`src/rtl/div_unit.sv`:
```
// Iterative restoring radix-2 divider for the EX stage (func_mux div_out).
// Optional macro DIV_SPECIAL_FAST_EN lets divide-by-zero and signed overflow skip CALC.
module div_unit #(
  parameter int WIDTH = 32
) (
  input  logic             clk,
  input  logic             rst,
  input  logic             start,
  input  logic [1:0]       div_type,
  input  logic [WIDTH-1:0] a,
  input  logic [WIDTH-1:0] b,
  input  logic             flush,
  output logic             busy,
  output logic             done,
  output logic [WIDTH-1:0] result,
  output logic [1:0]       dbg_state
);

  localparam int CW = $clog2(WIDTH);

`ifdef DIV_SPECIAL_FAST_EN
  localparam bit FAST_EN = 1'b1;
`else
  localparam bit FAST_EN = 1'b0;
`endif

  typedef enum logic [1:0] {
    IDLE = 2'd0,
    CALC = 2'd1,
    DONE = 2'd2
  } state_t;

  state_t           state, state_nxt;
  logic [WIDTH-1:0] a_q, b_q, quo_q, final_q, result_q;
  logic [1:0]       type_q;
  logic [CW-1:0]    cnt;
  logic [WIDTH:0]   rem_q;

  // div_type[0]=0 selects the signed operations, div_type[1]=1 selects remainder.
  function automatic logic is_special(input logic [1:0] t, input logic [WIDTH-1:0] x,
                                      input logic [WIDTH-1:0] y);
    return (y == '0) ||
           (!t[0] && x == {1'b1, {(WIDTH-1){1'b0}}} && y == '1);
  endfunction

  function automatic logic [WIDTH-1:0] mag(input logic [1:0] t, input logic [WIDTH-1:0] x);
    return (!t[0] && x[WIDTH-1]) ? -x : x;
  endfunction

  function automatic logic [WIDTH-1:0] fix_up(input logic [1:0] t, input logic [WIDTH-1:0] x,
                                              input logic [WIDTH-1:0] y,
                                              input logic [WIDTH-1:0] qm,
                                              input logic [WIDTH-1:0] rm);
    logic [WIDTH-1:0] q, r;
    if (y == '0) begin
      q = '1;
      r = x;
    end else if (is_special(t, x, y)) begin
      q = {1'b1, {(WIDTH-1){1'b0}}};
      r = '0;
    end else begin
      q = (!t[0] && (x[WIDTH-1] ^ y[WIDTH-1])) ? -qm : qm;
      r = (!t[0] && x[WIDTH-1]) ? -rm : rm;
    end
    return t[1] ? r : q;
  endfunction

  // One restoring step: the dividend magnitude shifts out of quo_q into the remainder.
  logic [WIDTH-1:0] b_abs;
  logic [WIDTH:0]   rem_shift, rem_nxt;
  logic [WIDTH+1:0] diff;
  logic [WIDTH-1:0] quo_nxt;
  logic             take;

  always_comb begin
    b_abs     = mag(type_q, b_q);
    rem_shift = {rem_q[WIDTH-1:0], quo_q[WIDTH-1]};
    diff      = {1'b0, rem_shift} - {2'b00, b_abs};
    take      = ~diff[WIDTH+1];
    rem_nxt   = take ? diff[WIDTH:0] : rem_shift;
    quo_nxt   = {quo_q[WIDTH-2:0], take};
  end

  always_ff @(posedge clk) begin
    if (rst) state <= IDLE;
    else     state <= state_nxt;
  end

  always_comb begin
    state_nxt = state;
    case (state)
      IDLE: if (start && !flush)
              state_nxt = (FAST_EN && is_special(div_type, a, b)) ? DONE : CALC;
      CALC: if (flush)          state_nxt = IDLE;
            else if (cnt == '0) state_nxt = DONE;
      DONE: state_nxt = IDLE;
      default: state_nxt = IDLE;
    endcase
  end

  always_ff @(posedge clk) begin
    if (rst) begin
      a_q      <= '0;
      b_q      <= '0;
      type_q   <= '0;
      cnt      <= '0;
      rem_q    <= '0;
      quo_q    <= '0;
      final_q  <= '0;
      result_q <= '0;
    end else begin
      case (state)
        IDLE: if (start && !flush) begin
          a_q    <= a;
          b_q    <= b;
          type_q <= div_type;
          cnt    <= CW'(WIDTH-1);
          rem_q  <= '0;
          quo_q  <= mag(div_type, a);
          if (FAST_EN && is_special(div_type, a, b))
            final_q <= fix_up(div_type, a, b, '0, '0);
        end
        CALC: if (!flush) begin
          rem_q <= rem_nxt;
          quo_q <= quo_nxt;
          cnt   <= cnt - 1'b1;
          if (cnt == '0)
            final_q <= fix_up(type_q, a_q, b_q, quo_nxt, rem_nxt[WIDTH-1:0]);
        end
        DONE: if (!flush) result_q <= final_q;
        default: ;
      endcase
    end
  end

  // A flush in DONE must hide the new value as well as the pulse.
  assign busy      = (state != IDLE);
  assign done      = (state == DONE) && !flush;
  assign result    = done ? final_q : result_q;
  assign dbg_state = state;

endmodule

```
`config.mk`:
```
export PLATFORM = sky130hd
export DESIGN_NAME = div_unit
export DESIGN_NICKNAME = d
export VERILOG_FILES = /design/src/rtl/div_unit.sv
export SDC_FILE = /design/constraint.sdc
export NUM_CORES = 1
export LEC_CHECK = 0
export BUFFER_PORTS_ARGS = -buffer_cell sky130_fd_sc_hd__clkbuf_2
export CAP_MARGIN = 10
export CORE_ASPECT_RATIO = 1.25
export CORE_MARGIN = 5
export CORE_UTILIZATION = 25
export DETAILED_ROUTE_END_ITERATION = 7
export HOLD_SLACK_MARGIN = 0.05
export PLACE_DENSITY_LB_ADDON = 0.05
export SYNTH_ARGS = -nofsm -noshare
export SYNTH_HDL_FRONTEND = slang
export SYNTH_SLANG_ARGS = --single-unit
```
`constraint.sdc`:
```
create_clock -name clk -period 7 [get_ports clk]
set_input_delay 0.7 -clock clk [delete_from_list [all_inputs] [get_ports clk]]
set_output_delay 0.7 -clock clk [all_outputs]
set_load 0.03 [all_outputs]
```
==> flow_summary.json <==
{
  "outcome": "completed",
  "worstHoldPathCells": 3,
  "synth_edf_count": 0,
  "clk_pin_slew_ns": 0.06,
  "synth_warnings": 0,
  "syn_area_per_cell_um2": 7.515,
  "fin_crit_ns": 6.511,
  "ys_seq_elements": 201,
  "arrival_ns": 6.91,
  "p_leak_uw": 0.006166,
  "vias": 13801,
  "grt_usage": 0.1932,
  "reg2reg_to": "final_q[16]$_SDFFE_PP0P_",
  "gr-total-overflow": 0,
  "synth-seq-area-share": 0.2877,
  "antenna_found_initial": 2,
  "port-buffer-count": 105,
  "slew_headroom": 0.1906,
  "nets": 2034,
  "critPathCaptureType": "flip-flop",
  "clock_latency_ns": 0.57,
  "crit_fanout": 9,
  "via_per_inst": 5.138,
  "hold_slack_ns": 0.3496,
  "slew_viol_final": 0,
  "hold-path-endpoint": "b_q[28]$_SDFFE_PP0P_",
  "hold_viol_final": 0,
  "htree_num_levels": 1,
  "layout-drive-gt1-share": 0.1595,
  "dieHeight_um": 274.4,
  "die_w_um": 221.6,
  "synth-xor-area-share": 0.08266,
  "power_density_nw_per_um2": 229.4,
  "wl_mm": 61.49,
  "synth-simple-area-share": 0.2567,
  "grt_pass1_vias": 13370,
  "cts_tree": "yes",
  "fin_crit_sh": 0.9302,
  "clock_sinks": 201,
  "fp.dieArea_um2": 60800,
  "skew_ns": 0.04014,
  "dpl.hpwl_mm": 47.66,
  "crit_path_top_delay_cell": "or4_1",
  "grt_pass1_wl_mm": 90.29,
  "path_cells": "or4_1 > nor4_1 > nand3_1 > o21ai_0 > xor2_1 > ha_1 > a21oi_1 > o21ai_0 > nor2_1 > a311o_2 > nand3_4 > mux2i_2 > ha_1 > nand3_1 > nor4_1 > a41oi_1 > a21oi_2 > buf_4 > a31oi_1 > xnor2_1 > a221oi_1 > a211oi_1",
  "irDropWorstVdd_v": 0.0001499,
  "min-delay-start": "b[28]",
  "fmax_ghz": 0.1536,
  "required_ns": 7.40,
  "cts_buffer_depth": 3,
  "synth.distinct_cells": 91,
  "cp_slowest_stage_delay_ns": 0.58,
  "hp-class": "in2reg",
  "worstSetupPathType": "reg2reg",
  "startpoint_type": "flip-flop",
  "synth_top_family_by_area": "simple AND/OR/NAND/NOR gates",
  "cts-root-buf": "clkbuf_16",
  "yosys_most_used_dff": "dfxtp_1",
  "synth_compound_area_frac": 0.2509,
  "total_power_uw": 3749,
  "cts_buffers": 27,
  "core.rowCount": 97,
  "detail-route-antenna-nets": 0,
  "drc": 0,
  "ctsHoldBuffers": 0,
  "synthCells": 1861,
  "core-area_um2": 55710,
  "rr_worst_depth": 22,
  "grt_max_degree": 82,
  "synth_fp_nets": 1971,
  "initialDrtViolationCount": 899,
  "fin_tns_setup_ns": 0,
  "cap_violations": 0,
  "setup_violations": 0,
  "wl_per_cell_um": 22.89,
  "gp_congestion": 0.8475,
  "synth_mux_area_frac": 0.04044,
  "synth-async-reset-ratio": 0,
  "r2r_slack_ns": 0.49,
  "tightestPinTransition_ns": 1.212,
  "io_pins": 106,
  "r2r_start": "b_q[17]$_SDFFE_PP0P_",
  "synth_area_um2": 13990,
  "first_pass_iters": 5,
  "synth_fa_ha_area_frac": 0.03632,
  "start_util": 0.2511,
  "rsz0062_at_grt": "false",
  "layout-area-overhead-vs-synth_pct": 16.85
}
## area by class of cell
| cell class | instances | area, µm² |
|---|---|---|
| Antenna cell | 1 | 2.502 |
| Clock inverter | 13 | 181.4 |
| Clock buffer | 35 | 745.7 |
| Multi-Input combinational cell | 1503 | 9398 |
| Tap cell | 742 | 928.4 |
| Sequential cell | 201 | 4024 |
| Timing Repair Buffer | 156 | 927.1 |
| Fill cell | 6079 | 39360 |
| Inverter | 35 | 136.4 |
## worst max-delay path, delay by kind of cell, from the launching register on
family | cells | cell delay, ns
AO/OA/AOI/OAI | 9 | 2.36
AND/OR/NAND/NOR | 7 | 2.12
adder cells (fa/ha/maj) | 2 | 0.76
XOR/XNOR | 2 | 0.33
flip-flops | 1 | 0.30
multiplexers | 1 | 0.30
buffers and inverters | 1 | 0.17
## worst max path at each step
stage	start	to	slack, ns	cells past startpoint
after CTS	b_q[3]$_SDFFE_PP0P_	final_q[28]$_SDFFE_PP0P_	0.28	26
final	b_q[17]$_SDFFE_PP0P_	final_q[16]$_SDFFE_PP0P_	0.49	22
after global placement	b_q[3]$_SDFFE_PP0P_	final_q[26]$_SDFFE_PP0P_	0.51	26
after global routing	b_q[17]$_SDFFE_PP0P_	final_q[28]$_SDFFE_PP0P_	0.03	23
after detailed placement	b_q[3]$_SDFFE_PP0P_	final_q[28]$_SDFFE_PP0P_	0.36	26
after floorplan	b_q[2]$_SDFFE_PP0P_	final_q[26]$_SDFFE_PP0P_	0.49	29
## routing by layer
metal / global-route usage / vias up / wire length (µm)
li1: - / 6789 / -
met1: 0.2305 / 6663 / 25230
met2: 0.3595 / 272 / 31770
met3: 0.02227 / 77 / 2205
met4: 0.06588 / 0 / 2288
met5: 0 / - / 0
## cell families after synthesis
kind of cell | count (synthesis)
AND/OR/NAND/NOR | 749
AO/OA/AOI/OAI | 531
flip-flops | 201
buffers and inverters | 157
XOR/XNOR | 132
multiplexers | 51
adder cells (fa/ha/maj) | 40
## power by group
group / total, µW / internal, µW / switching [µW]
Combinational: 1030 / 357 / 668
Sequential: 1250 / 1180 / 65.8
Clock: 1470 / 897 / 577
## synthesized netlist by cell type (11+ instances only)
cell type | instances | area (µm²)
o211ai_1 | 14 | 105.1
mux2_2 | 34 | 382.9
a211oi_1 | 44 | 330.3
nand2_1 | 271 | 1017
nand3_1 | 16 | 80.08
nand4_1 | 24 | 150.1
o21ai_0 | 68 | 340.3
a21o_1 | 11 | 82.58
nor2b_1 | 54 | 337.8
a22oi_1 | 24 | 180.2
nor3_1 | 43 | 215.2
nor2_1 | 205 | 769.5
nor4_1 | 31 | 193.9
nand2b_1 | 11 | 68.82
o31ai_1 | 22 | 165.2
clkbuf_1 | 96 | 360.4
a221oi_1 | 11 | 96.34
dfxtp_1 | 201 | 4024
a31oi_1 | 14 | 87.58
or3_1 | 15 | 93.84
buf_2 | 15 | 75.07
xor2_1 | 55 | 481.7
ha_1 | 39 | 488.0
a21oi_1 | 224 | 1121
xnor2_1 | 77 | 674.4
inv_1 | 34 | 127.6
mux2i_1 | 16 | 160.2
## per-stage QoR
| stage | cells | util | area [µm²] | setup WS, ns |
|---|---|---|---|---|
| final | 2686 | 0.2934 | 16340 | 0.4886 |
| after global routing | 2685 | 0.2933 | 16340 | 0.03327 |
| after CTS | 2682 | 0.2922 | 16280 | 0.2827 |
| after detailed placement | 2634 | 0.2755 | 15350 | 0.3621 |
| after global placement | 2634 | 0.2755 | 15350 | 0.5088 |
| after floorplan | 1861 | - | 13990 | 0.4890 |
## sequential cells by signal (all words and copies together), names as in the netlist
register	count
a_q	32
b_q	32
final_q	32
quo_q	32
rem_q	32
result_q	32
cnt	5
dbg_state	2
type_q	2
## layout by cell type, fill, tap and decap left out, types with 14 or more instances in the layout
cell type / Yosys / final
xnor2_1: 77 / 77
or3_1: 15 / 15
mux2i_1: 16 / 15
nand3_1: 16 / 16
nand2_1: 271 / 271
nor3_1: 43 / 39
buf_4: 5 / 50
clkbuf_2: 1 / 104
xor2_1: 55 / 54
nor2_1: 205 / 202
ha_1: 39 / 38
mux2_2: 34 / 34
a22oi_1: 24 / 24
nor4_1: 31 / 31
a31oi_1: 14 / 14
o31ai_1: 22 / 22
a211oi_1: 44 / 44
nand4_1: 24 / 24
dfxtp_1: 201 / 201
o211ai_1: 14 / 14
clkbuf_16: 0 / 27
inv_1: 34 / 34
o21ai_0: 68 / 68
nor2b_1: 54 / 52
a21oi_1: 224 / 223
## timing repair
item	4_1_cts	5_1_grt
setup buffers	0	2
setup endpoints to repair	0	6
gates resized for setup	0	7
Power figures use the tool's default switching activity.
